==> src/rtl/row_packer_pkg.sv <==
// Shared helpers for the row packer: counter sizing used by the top and by
// the wrap counter it instantiates.
package row_packer_pkg;

  // Bits needed to hold 0..n-1, never less than one bit so a single-state
  // counter still has a real (constant-zero) register.
  function automatic int cnt_width(input int n);
    return (n > 1) ? $clog2(n) : 1;
  endfunction

endpackage

==> src/rtl/row_packer_counter_wrap.sv <==
// Up-counter that wraps to zero after reaching max_p. wrap_o pulses in the
// cycle whose increment causes the wrap, so it can enable a chained counter.
module counter_wrap
  import row_packer_pkg::*;
#(
  parameter int max_p   = 3,
  parameter int width_p = cnt_width(max_p + 1)
) (
  input  logic               clk_i,
  input  logic               reset_i,
  input  logic               en_i,
  output logic [width_p-1:0] count_o,
  output logic               wrap_o
);

  localparam logic [width_p-1:0] max_lp = width_p'(max_p);

  logic at_max;

  // Wrap is detected by comparing against the limit, so any max_p works,
  // not just 2**n-1.
  always_comb begin
    at_max = (count_o == max_lp);
    wrap_o = en_i & at_max;
  end

  // Count register: advance on enable, fold back to zero at the limit.
  always_ff @(posedge clk_i or posedge reset_i) begin
    if (reset_i) begin
      count_o <= '0;
    end else if (en_i) begin
      count_o <= at_max ? '0 : count_o + 1'b1;
    end
  end

endmodule

==> src/rtl/row_packer.sv <==
// Packs num_p consecutive FIFO elements into one row word. Elements are
// collected in asm_r while the previous row sits in the output register, so
// a row can be loaded in the same cycle the old one drains.
//
// Handshakes:
//   input side  : valid/yumi. valid_i says data_i holds an element; yumi_o
//                 is the consume strobe and is only ever raised while
//                 valid_i is high. The element is taken on the rising edge
//                 of a cycle with yumi_o=1.
//   output side : valid/ready. A row transfers on each rising edge with
//                 valid_o & ready_i. While valid_o is high and ready_i is
//                 low, data_o and last_o hold steady.
module row_packer
  import row_packer_pkg::*;
#(
  parameter int width_p = 8,
  parameter int num_p   = 4,
  parameter int rows_p  = 4
) (
  input  logic                     clk_i,
  input  logic                     reset_i,
  input  logic                     valid_i,
  input  logic [width_p-1:0]       data_i,
  output logic                     yumi_o,
  output logic                     valid_o,
  input  logic                     ready_i,
  output logic [num_p*width_p-1:0] data_o,
  output logic                     last_o
);

  localparam int elem_w_lp = cnt_width(num_p);
  localparam int row_w_lp  = cnt_width(rows_p);

  localparam logic [elem_w_lp-1:0] elem_max_lp = elem_w_lp'(num_p - 1);
  localparam logic [row_w_lp-1:0]  row_max_lp  = row_w_lp'(rows_p - 1);

  logic [elem_w_lp-1:0]     elem_cnt_r;
  logic [row_w_lp-1:0]      row_cnt_r;
  logic                     elem_last;
  logic                     row_last;
  logic                     row_complete;
  logic                     row_wrap;
  logic                     drain_w;
  logic [num_p*width_p-1:0] row_word;

  // The tile-end pulse equals row_last at the completing accept; last_o is
  // taken from the row count compare instead, so the pulse goes unread.
  logic unused_tile_wrap;
  assign unused_tile_wrap = row_wrap;

  // Only the row-completing element can stall: it needs the output register,
  // which is free unless a row is waiting and not being drained this cycle.
  always_comb begin
    elem_last = (elem_cnt_r == elem_max_lp);
    row_last  = (row_cnt_r == row_max_lp);
    drain_w   = valid_o & ready_i;
    yumi_o    = valid_i & ~(elem_last & valid_o & ~ready_i);
  end

  // Element slot counter; its wrap pulse marks the row-completing accept.
  counter_wrap #(
    .max_p   (num_p - 1),
    .width_p (elem_w_lp)
  ) u_elem_cnt (
    .clk_i   (clk_i),
    .reset_i (reset_i),
    .en_i    (yumi_o),
    .count_o (elem_cnt_r),
    .wrap_o  (row_complete)
  );

  // Row-within-tile counter, advanced once per completed row.
  counter_wrap #(
    .max_p   (rows_p - 1),
    .width_p (row_w_lp)
  ) u_row_cnt (
    .clk_i   (clk_i),
    .reset_i (reset_i),
    .en_i    (row_complete),
    .count_o (row_cnt_r),
    .wrap_o  (row_wrap)
  );

  if (num_p > 1) begin : g_asm
    logic [(num_p-1)*width_p-1:0] asm_r;

    // Assembly buffer: element k of the row is parked in slot k until the
    // final element arrives and the whole row moves to data_o.
    always_ff @(posedge clk_i or posedge reset_i) begin
      if (reset_i) begin
        asm_r <= '0;
      end else if (yumi_o && !elem_last) begin
        for (int k = 0; k < num_p - 1; k++) begin
          if (elem_cnt_r == elem_w_lp'(k)) begin
            asm_r[k*width_p +: width_p] <= data_i;
          end
        end
      end
    end

    assign row_word = {data_i, asm_r};
  end else begin : g_no_asm
    // A one-element row needs no assembly; every accept completes a row.
    assign row_word = data_i;
  end

  // Output register: load a completed row (even while the old one drains,
  // so back-to-back rows have no bubble), otherwise clear valid on drain.
  always_ff @(posedge clk_i or posedge reset_i) begin
    if (reset_i) begin
      valid_o <= 1'b0;
      data_o  <= '0;
      last_o  <= 1'b0;
    end else if (row_complete) begin
      valid_o <= 1'b1;
      data_o  <= row_word;
      last_o  <= row_last;
    end else if (drain_w) begin
      valid_o <= 1'b0;
    end
  end

endmodule
==> config.mk <==
export PLATFORM = sky130hd
export DESIGN_NAME = row_packer
export DESIGN_NICKNAME = d
export VERILOG_FILES = /design/src/rtl/row_packer_pkg.sv /design/src/rtl/row_packer_counter_wrap.sv /design/src/rtl/row_packer.sv
export SDC_FILE = /design/constraint.sdc
export NUM_CORES = 1
export LEC_CHECK = 0
export ABC_CLOCK_PERIOD_IN_PS = 4400
export BUFFER_PORTS_ARGS = -buffer_cell sky130_fd_sc_hd__buf_2
export CAP_MARGIN = 20
export CORE_ASPECT_RATIO = 2
export CORE_MARGIN = 2
export CORE_UTILIZATION = 58
export CTS_BUF_LIST = sky130_fd_sc_hd__clkbuf_4 sky130_fd_sc_hd__clkbuf_8 sky130_fd_sc_hd__clkbuf_16
export CTS_CLUSTER_SIZE = 8
export DETAILED_ROUTE_END_ITERATION = 7
export PLACE_DENSITY = 0.83
export SLEW_MARGIN = 0
export SYNTH_ARGS = -nofsm -noshare
export SYNTH_HDL_FRONTEND = slang
export SYNTH_SLANG_ARGS = --single-unit
==> constraint.sdc <==
create_clock -name clk_i -period 4.4 [get_ports clk_i]
set_clock_uncertainty 0.2 [all_clocks]
set_input_delay 0.66 -clock clk_i [delete_from_list [all_inputs] [get_ports clk_i]]
set_output_delay 0.66 -clock clk_i [all_outputs]
set_load 0.05 [all_outputs]
==> metrics.md, run 1 <==
| Metric | Value |
|---|---|
| Worst reg-to-reg setup slack | `2460 ps` |
| Sequential share of the synthesized area | `0.6455` |
| First-iteration detailed-routing DRC count | `5` |
| Final instance area | `0.002874 mm²` |
| Critical path class | `reg2out` |
| Max Clock Freq | `412.1 MHz` |
| Via density | `5.242` |
| Die area | `0.004706 mm²` |
| Die height | `95.04 µm` |
| Slew @ Worst Pin | `735.4 ps` |
| Wirelength, routed | `4198 µm` |
| Reg2reg start | `u_elem_cnt.count_o[0]$_DFFE_PP0P_` |
| Net count, final | `220` |
| HPWL after detailed placement | `2973 µm` |
| Multi-input combinational cell area | `807.0 µm²` |
| Ys Warns | `0` |
| Flops & latches, synth | `62` |
| Core area | `0.004046 mm²` |
| FF+latch area | `0.001551 mm²` |
| CTS H-Tree Depth | `3` |
| CP Cell Sequence | `ha_1, a31oi_1, buf_2` |
| CTS Buffer Depth | `2` |
| Post-CTS Hold Fix Bufs | `0` |
| RSZ-0062 raised after global routing | `false` |
| Starting Density | `0.5940` |
| Syn Area/Cell | `16.35 µm²` |
| Worst Path Max Fanout | `5` |
| Die X-Extent | `49.52 µm` |
| Worst hold stages | `1` |
| Top cells by area, synth | `dfrtp_1 (65%), mux2_2 (27%), ha_1 (2.6%), buf_4 (0.94%), inv_1 (0.94%)` |
| Clock Sinks | `62` |
| Most frequent cells in the layout | `dfrtp_1 (62), mux2_2 (58), buf_2 (46), clkbuf_8 (10)` |
| Final hold violations | `0` |
| Mapped Area | `0.002404 mm²` |
| Tmin final | `2427 ps` |
| Top cell type's share of synthesized area | `0.6455` |
| Gpl congestion | `0.6998` |
| Max-Cap Viols | `0` |
| Crit path DAT | `1570 ps` |
| Wire length per cell | `16.15 µm` |
| Antenna-violating nets left | `0` |
| CTS buffer count | `9` |
| CTS tree | `yes` |
| Boundary pin count | `47` |
| Clock latency on the worst-skew pair | `330 ps` |
| Synth Instances | `147` |
| Status | `completed` |
| Initial antenna violation count | `0` |
| Worst reg2reg path depth | `4` |
| Hold_sp | `data_o[25]$_DFFE_PP0P_` |
| Standard-cell row count | `33` |
| Final hold slack | `299.0 ps` |
| Setup crit end kind | `output port` |
| Min-Delay Path Class | `reg2reg` |
| CP required | `3540 ps` |
| Fill cells | `305` |
| Most common cell after layout, fill and taps aside | `dfrtp_1` |
| Post-synth net total | `164` |
| First-pass DRT Iterations | `2` |
| Slew headroom | `0.5097` |
| Cell taking the most area after synthesis | `dfrtp_1` |
| Slowest Stage Delay on Critical Path | `420 ps` |
| Max-slew violations | `0` |
| Via count | `1363` |
| Startpoint Class | `flip-flop` |
| Final Setup Violations | `0` |
| Share of layout cells above drive strength 1 | `0.6106` |
| Gr ovfl total | `0` |
| P&R area growth vs syn | `19.57%` |
| Largest net degree at the start of global routing | `63` |
| Final period util | `0.5516` |
| Setup TNS Final | `0 ps` |
| CTS clk-pin slew, worst paths | `60 ps` |
| Yosys cell types | `14` |
| Post CTS Setup Buffer Count | `0` |
| Number of global-route vias before repair | `1461` |
| Post-CTS resize count | `0` |
| First-pass GRT wire length | `6948 µm` |
| Reg2reg end | `g_asm.asm_r[20]$_DFFE_PP0P_` |
| Hold Path Sink | `data_o[25]$_DFFE_PP0P_` |
| Diode count | `0` |
| Slowest CP cell | `dfrtp_1` |
| Root buffer cell | `clkbuf_8` |
| Placed cell area | `0.002684 mm²` |
| DRC viols | `0` |
| I/O Buffers | `46` |
| Tot GR Track Use | `0.2085` |
-- layout make-up --
| cell class | count | area share |
|---|---|---|
| Sequential cell | 62 | 0.5398 |
| Tap cell | 52 | 0.02264 |
| Multi-Input combinational cell | 76 | 0.2808 |
| Inverter | 6 | 0.007836 |
| Clock buffer | 11 | 0.05050 |
| Timing Repair Buffer | 48 | 0.08968 |
| Clock inverter | 5 | 0.008707 |
-- cells by family after synthesis --
logic type,Yosys count,synth area share
flip-flops,62,0.6455
multiplexers,60,0.2811
AO/OA/AOI/OAI,4,0.01353
AND/OR/NAND/NOR,7,0.01510
adder cells (fa/ha/maj),5,0.02603
buffers and inverters,9,0.01874
-- Yosys cell counts --
| cell type | count |
|---|---|
| nand2_2 | 3 |
| dfrtp_1 | 62 |
| a21oi_1 | 1 |
| inv_1 | 6 |
| nand2_1 | 1 |
| a21oi_4 | 1 |
| mux2_2 | 58 |
| nor2b_1 | 1 |
| a31oi_1 | 1 |
| nor2_1 | 2 |
| mux2_1 | 2 |
| buf_4 | 3 |
| o21ai_0 | 1 |
| ha_1 | 5 |
-- stage by stage --
step / worst slack (ps) / utilization / instances
2_1_floorplan: 1883 / - / 147
4_1_cts: 1963 / 0.7053 / 259
6_report: 1973 / 0.7103 / 260
5_1_grt: 1828 / 0.7103 / 260
3_5_place_dp: 1922 / 0.6633 / 243
3_3_place_gp: 1998 / 0.6633 / 243
-- layer usage --
metal,GRT usage,part of all wire
met1,0.2374,0.37
met2,0.3467,0.56
met3,0.06583,0.047
met4,0.1111,0.025
met5,0,0
-- worst max-delay path, delay by kind of cell (launching register included) --
| kind | cells | cell delay, ps |
|---|---|---|
| AO/OA/AOI/OAI | 1 | 240 |
| adder cells (fa/ha/maj) | 1 | 250 |
| buffers and inverters | 1 | 320 |
| flip-flops | 1 | 420 |
-- worst max-delay path by stage --
stage / start / endpoint / slack (ps) / cells past startpoint
global route: u_elem_cnt.count_o[0]$_DFFE_PP0P_ / yumi_o / 1830 / 3
finish: u_elem_cnt.count_o[0]$_DFFE_PP0P_ / yumi_o / 1970 / 3
floorplan: valid_o$_DFFE_PP0P_ / yumi_o / 1880 / 1
detailed placement: valid_i / data_o[2]$_DFFE_PP0P_ / 1920 / 4
CTS: u_elem_cnt.count_o[0]$_DFFE_PP0P_ / yumi_o / 1960 / 3
global placement: valid_i / data_o[27]$_DFFE_PP0P_ / 2000 / 4
-- flip-flops by register name, indices dropped and copies added, names as in the netlist --
| register | count |
|---|---|
| u_row_cnt.count_o | 2 |
| g_asm.asm_r | 24 |
| u_elem_cnt.count_o | 2 |
| valid_o | 1 |
| last_o | 1 |
| data_o | 32 |
Power of run 1 is not shown: default switching activity piles up to over one toggle a cycle in this logic, so the estimate is an artifact.
==> inputs of run 2 (changes only) <==
- ABC_CLOCK_PERIOD_IN_PS: 4400 -> 2100
- CORE_UTILIZATION: 58 -> 48
- PLACE_DENSITY: 0.83 -> 0.74
- clock period: 4.4 -> 2.1 ns (I/O delays scaled with it)
==> run 2 against run 1 <==
  * Die area grew 19%
  * Sequential share of layout area down 1.5 points
  * Critical path type unchanged
  * Highest routed layer unchanged
  * First-iteration DRC count rose to 4.6 times the previous value
==> metrics.md, run 2 (synthesis results as in run 1) <==
| Metric | Value |
|---|---|
| Starting Density | `0.4941` |
| P&R area growth vs syn | `22.96%` |
| First-pass GRT wire length | `7210 µm` |
| Final instance area | `0.002955 mm²` |
| RSZ-0062 raised after global routing | `false` |
| Min-Delay Path Class | `in2reg` |
| CP required | `1580 ps` |
| Reg2reg start | `u_elem_cnt.count_o[0]$_DFFE_PP0P_` |
| Worst hold stages | `2` |
| Clock latency on the worst-skew pair | `330 ps` |
| Largest net degree at the start of global routing | `44` |
| Setup crit end kind | `output port` |
| Boundary pin count | `47` |
| First-iteration detailed-routing DRC count | `23` |
| Reg2reg end | `g_asm.asm_r[12]$_DFFE_PP0P_` |
| I/O Buffers | `46` |
| Via count | `1389` |
| Critical path class | `reg2out` |
| Tmin final | `2061 ps` |
| Final Setup Violations | `0` |
| Wire length per cell | `16.40 µm` |
| Max Clock Freq | `485.2 MHz` |
| Root buffer cell | `clkbuf_8` |
| Tot GR Track Use | `0.1844` |
| Die area | `0.005624 mm²` |
| HPWL after detailed placement | `3089 µm` |
| Worst Path Max Fanout | `5` |
| CTS clk-pin slew, worst paths | `60 ps` |
| Max-Cap Viols | `0` |
| First-pass DRT Iterations | `3` |
| Largest register FFs | `32` |
| Crit path DAT | `1550 ps` |
| Die height | `104.1 µm` |
| Top reg by flops | `data_o` |
| CTS H-Tree Depth | `3` |
| Net count, final | `222` |
| CP Cell Sequence | `ha_1, a31oi_2, clkbuf_4` |
| Max-slew violations | `0` |
| CTS buffer count | `9` |
| Hold Path Sink | `data_o[24]$_DFFE_PP0P_` |
| Initial antenna violation count | `0` |
| Wirelength, routed | `4378 µm` |
| Final Util | `0.6075` |
| Core area | `0.004865 mm²` |
| Placed cell area | `0.002729 mm²` |
| Most common cell after layout, fill and taps aside | `dfrtp_1` |
| Clock Sinks | `62` |
| Most frequent cells in the layout | `dfrtp_1 (62), mux2_2 (58), buf_2 (45), clkbuf_8 (11)` |
| Antenna-violating nets left | `0` |
| Gr ovfl total | `0` |
| Standard-cell row count | `36` |
| DRC viols | `0` |
| Post CTS Setup Buffer Count | `0` |
| Number of global-route vias before repair | `1450` |
| Slowest CP cell | `dfrtp_1` |
| Slew @ Worst Pin | `438.0 ps` |
| Worst reg-to-reg setup slack | `190 ps` |
| Share of layout cells above drive strength 1 | `0.6095` |
| Slew headroom | `0.7075` |
| Worst reg2reg path depth | `4` |
| Die X-Extent | `54.04 µm` |
| Setup TNS Final | `0 ps` |
| Largest regs | `data_o: 32 flops, g_asm.asm_r: 24 flops` |
| Startpoint Class | `flip-flop` |
| Diode count | `0` |
| Hold_sp | `data_i[0]` |
| Fill cells | `398` |
| CTS Buffer Depth | `2` |
| Gpl congestion | `0.6493` |
| Via density | `5.202` |
| Status | `completed` |
| Final period util | `0.9815` |
| CTS tree | `yes` |
| Slowest Stage Delay on Critical Path | `430 ps` |
| Final hold violations | `0` |
run 2: changes by cell type in the layout (fill, tap and decap cells not counted):
cell / previous run / this run
buf_12: 1 / 2
buf_4: 1 / 0
a31oi_1: 1 / 0
bufinv_16: 0 / 1
clkinv_2: 5 / 3
a31oi_2: 0 / 1
clkbuf_4: 1 / 2
dlygate4sd3_1: 0 / 2
clkbuf_8: 10 / 11
buf_2: 46 / 45
run 2: per-layer routing:
layer | track usage | up-vias | wire length, µm
li1 | - | 630 | -
met1 | 0.2099 | 717 | 1621
met2 | 0.2970 | 32 | 2473
met5 | 0 | - | 0
met4 | 0.09643 | 0 | 112
met3 | 0.05603 | 10 | 171
run 2: worst max path at each step:
stage	slack, ps	depth (start not counted)	start	endpoint
6_report	40	3	u_elem_cnt.count_o[0]$_DFFE_PP0P_	yumi_o
5_1_grt	5	3	u_elem_cnt.count_o[0]$_DFFE_PP0P_	yumi_o
4_1_cts	30	3	u_elem_cnt.count_o[0]$_DFFE_PP0P_	yumi_o
3_5_place_dp	210	4	u_elem_cnt.count_o[0]$_DFFE_PP0P_	g_asm.asm_r[12]$_DFFE_PP0P_
3_3_place_gp	270	4	u_elem_cnt.count_o[0]$_DFFE_PP0P_	g_asm.asm_r[13]$_DFFE_PP0P_
2_1_floorplan	40	1	reset_i	data_o[0]$_DFFE_PP0P_
run 2: layout make-up:
class / count / area, µm² / area share
Timing Repair Buffer: 50 / 292.8 / 0.09907
Clock buffer: 12 / 158.9 / 0.05377
Sequential cell: 62 / 1551 / 0.5250
Tap cell: 57 / 71.32 / 0.02413
Multi-Input combinational cell: 76 / 813.3 / 0.2752
Clock inverter: 4 / 45.04 / 0.01524
Inverter: 6 / 22.52 / 0.007621
run 2: per-stage QoR:
step                setup slack [ps]  hold WS (ps)  instances
floorplan                      43.60         211.4        147
global placement               267.0         133.4        249
detailed placement             205.9         146.1        249
CTS                            27.51         47.29        267
global route                   4.950         44.21        267
finish                         38.89         58.70        267
run 2: what timing repair did:
item / in CTS / in global routing
setup endpoints to repair: 0 / 1
endpoints found under the hold margin: 20 / 0
hold buffers: 2 / 0
resized for setup: 0 / 1
run 2: worst max-delay path: cells and delay by family, from the launching register on:
kind	cells	cell delay, ps
fa+ha+maj	1	260
buf+inv	1	290
compound gates	1	240
flops	1	430
Power of run 2 is left out for the same reason.
==> inputs of run 3 (changes only) <==
- CELL_PAD_IN_SITES_DETAIL_PLACEMENT: not set -> 2
- CELL_PAD_IN_SITES_GLOBAL_PLACEMENT: not set -> 2
- CORE_UTILIZATION: 48 -> 34
- PLACE_DENSITY: 0.74 -> not set
- PLACE_DENSITY_LB_ADDON: not set -> 0.1
==> run 3 against run 2 <==
  * Cell count grew 12%
  * Design area grew 5.1%
  * First-iteration DRC count grew 52%
  * Non-clock buffer count is the same
  * Flip-flop and latch count is the same
  * Core utilization shrank 16 points
  * Register-to-register slack lost 20 ps
  * Wire length grew 27%
  * Via count grew 2.3%
  * Highest routed layer unchanged
==> metrics.md, run 3 (synthesis results as in run 1) <==
| Metric | Value |
|---|---|
| Gpl congestion | `0.6704` |
| Die X-Extent | `63.45 µm` |
| Net count, final | `222` |
| Die height | `122.9 µm` |
| Max-Cap Viols | `0` |
| First-pass DRT Iterations | `2` |
| Final Setup Violations | `0` |
| DRC viols | `0` |
| Share of layout cells above drive strength 1 | `0.6095` |
| Number of global-route vias before repair | `1649` |
| Slew headroom | `0.7546` |
| Fill cells | `716` |
| Max Clock Freq | `486.7 MHz` |
| First-iteration detailed-routing DRC count | `35` |
| First-pass GRT wire length | `9066 µm` |
| Wire length per cell | `18.57 µm` |
| Crit path DAT | `1540 ps` |
| Final period util | `0.9784` |
| CTS buffer count | `9` |
| Boundary pin count | `47` |
| Slew @ Worst Pin | `367.3 ps` |
| Largest regs | `data_o: 32 flops, g_asm.asm_r: 24 flops` |
| Wirelength, routed | `5570 µm` |
| Setup TNS Final | `0 ps` |
| Tmin final | `2055 ps` |
| CTS Buffer Depth | `2` |
| RSZ-0062 raised after global routing | `false` |
| Starting Density | `0.3490` |
| Clock Sinks | `62` |
| Most common cell after layout, fill and taps aside | `dfrtp_1` |
| Diode count | `0` |
| CTS tree | `yes` |
| Via density | `4.737` |
| Gr ovfl total | `0` |
| Placed cell area | `0.002770 mm²` |
| Final Util | `0.4511` |
| CP required | `1580 ps` |
| HPWL after detailed placement | `3764 µm` |
| Tot GR Track Use | `0.1625` |
| Worst Path Max Fanout | `5` |
| Antenna-violating nets left | `0` |
| Root buffer cell | `clkbuf_16` |
| Standard-cell row count | `43` |
| Status | `completed` |
| Clock latency on the worst-skew pair | `320 ps` |
| CTS clk-pin slew, worst paths | `50 ps` |
| Max-slew violations | `0` |
| I/O Buffers | `46` |
| Largest register FFs | `32` |
| Top reg by flops | `data_o` |
| Placed cell count | `282` |
| Core area | `0.006887 mm²` |
| Largest net degree at the start of global routing | `50` |
| Critical path class | `reg2out` |
| Die area | `0.007798 mm²` |
| Final hold violations | `0` |
| Final instance area | `0.003107 mm²` |
| Via count | `1421` |
| Most frequent cells in the layout | `dfrtp_1 (62), mux2_2 (58), buf_2 (45), clkbuf_16 (9)` |
| Startpoint Class | `flip-flop` |
| Setup crit end kind | `output port` |
| Initial antenna violation count | `0` |
| Post-route insts no fill | `300` |
| CTS H-Tree Depth | `3` |
| Min-Delay Path Class | `in2reg` |
| P&R area growth vs syn | `29.26%` |
run 3: changes by cell type in the layout (fill, tap and decap cells not counted):
cell	delta
clkbuf_8	-11
clkbuf_16	+9
buf_4	+1
clkinv_2	+1
bufinv_16	+1
clkinv_4	+1
clkbuf_4	-2
run 3: worst max-delay path: stages (launching register included):
cell and delay [ps]:
dfrtp_1 420, ha_1 270, a31oi_2 260, buf_4 260
run 3: path summary, 6_finish.rpt:
check	start	endpoint	slack (ps)	cells after the start
setup / recovery	u_elem_cnt.count_o[0]$_DFFE_PP0P_	yumi_o	50	3
hold / removal	data_i[0]	data_o[24]$_DFFE_PP0P_	70	2
setup reg to reg	u_elem_cnt.count_o[0]$_DFFE_PP0P_	g_asm.asm_r[0]$_DFFE_PP0P_	170	4
hold reg to reg	data_o[24]$_DFFE_PP0P_	data_o[24]$_DFFE_PP0P_	290	1
max in group asynchronous	reset_i	data_o[1]$_DFFE_PP0P_	830	4
min in group asynchronous	reset_i	g_asm.asm_r[21]$_DFFE_PP0P_	320	3
run 3: layer usage:
| metal | global-route usage | routed length (µm) | vias up |
|---|---|---|---|
| met5 | 0 | 0 | - |
| met4 | 0.08560 | 105 | 0 |
| met3 | 0.04732 | 211 | 9 |
| met2 | 0.3013 | 3341 | 38 |
| met1 | 0.1600 | 1912 | 745 |
| li1 | - | - | 629 |
run 3: repair_timing:
action / CTS / global route
hold endpoints to repair: 14 / 0
hold buffers: 2 / 0
setup endpoints to repair: 1 / 0
setup buffers: 0 / 0
resized for setup: 1 / 0
run 3: through the flow:
stage	setup WS (ps)	hold slack [ps]
CTS	47.99	61.50
global placement	239.1	88.32
global route	1.833	77.20
finish	45.34	65.89
detailed placement	194.0	98.34
floorplan	43.60	211.4
run 3: cell type report:
type | instances | area (µm²) | area share
inverters | 6 | 22.52 | 0.007249
well taps | 90 | 112.6 | 0.03625
clock buffers | 9 | 225.2 | 0.07249
flip-flops and latches | 62 | 1551 | 0.4994
clock inverters | 7 | 88.84 | 0.02859
multi-input cells | 76 | 813.3 | 0.2618
repair buffers | 50 | 292.8 | 0.09424
Power of run 3 is left out for the same reason.
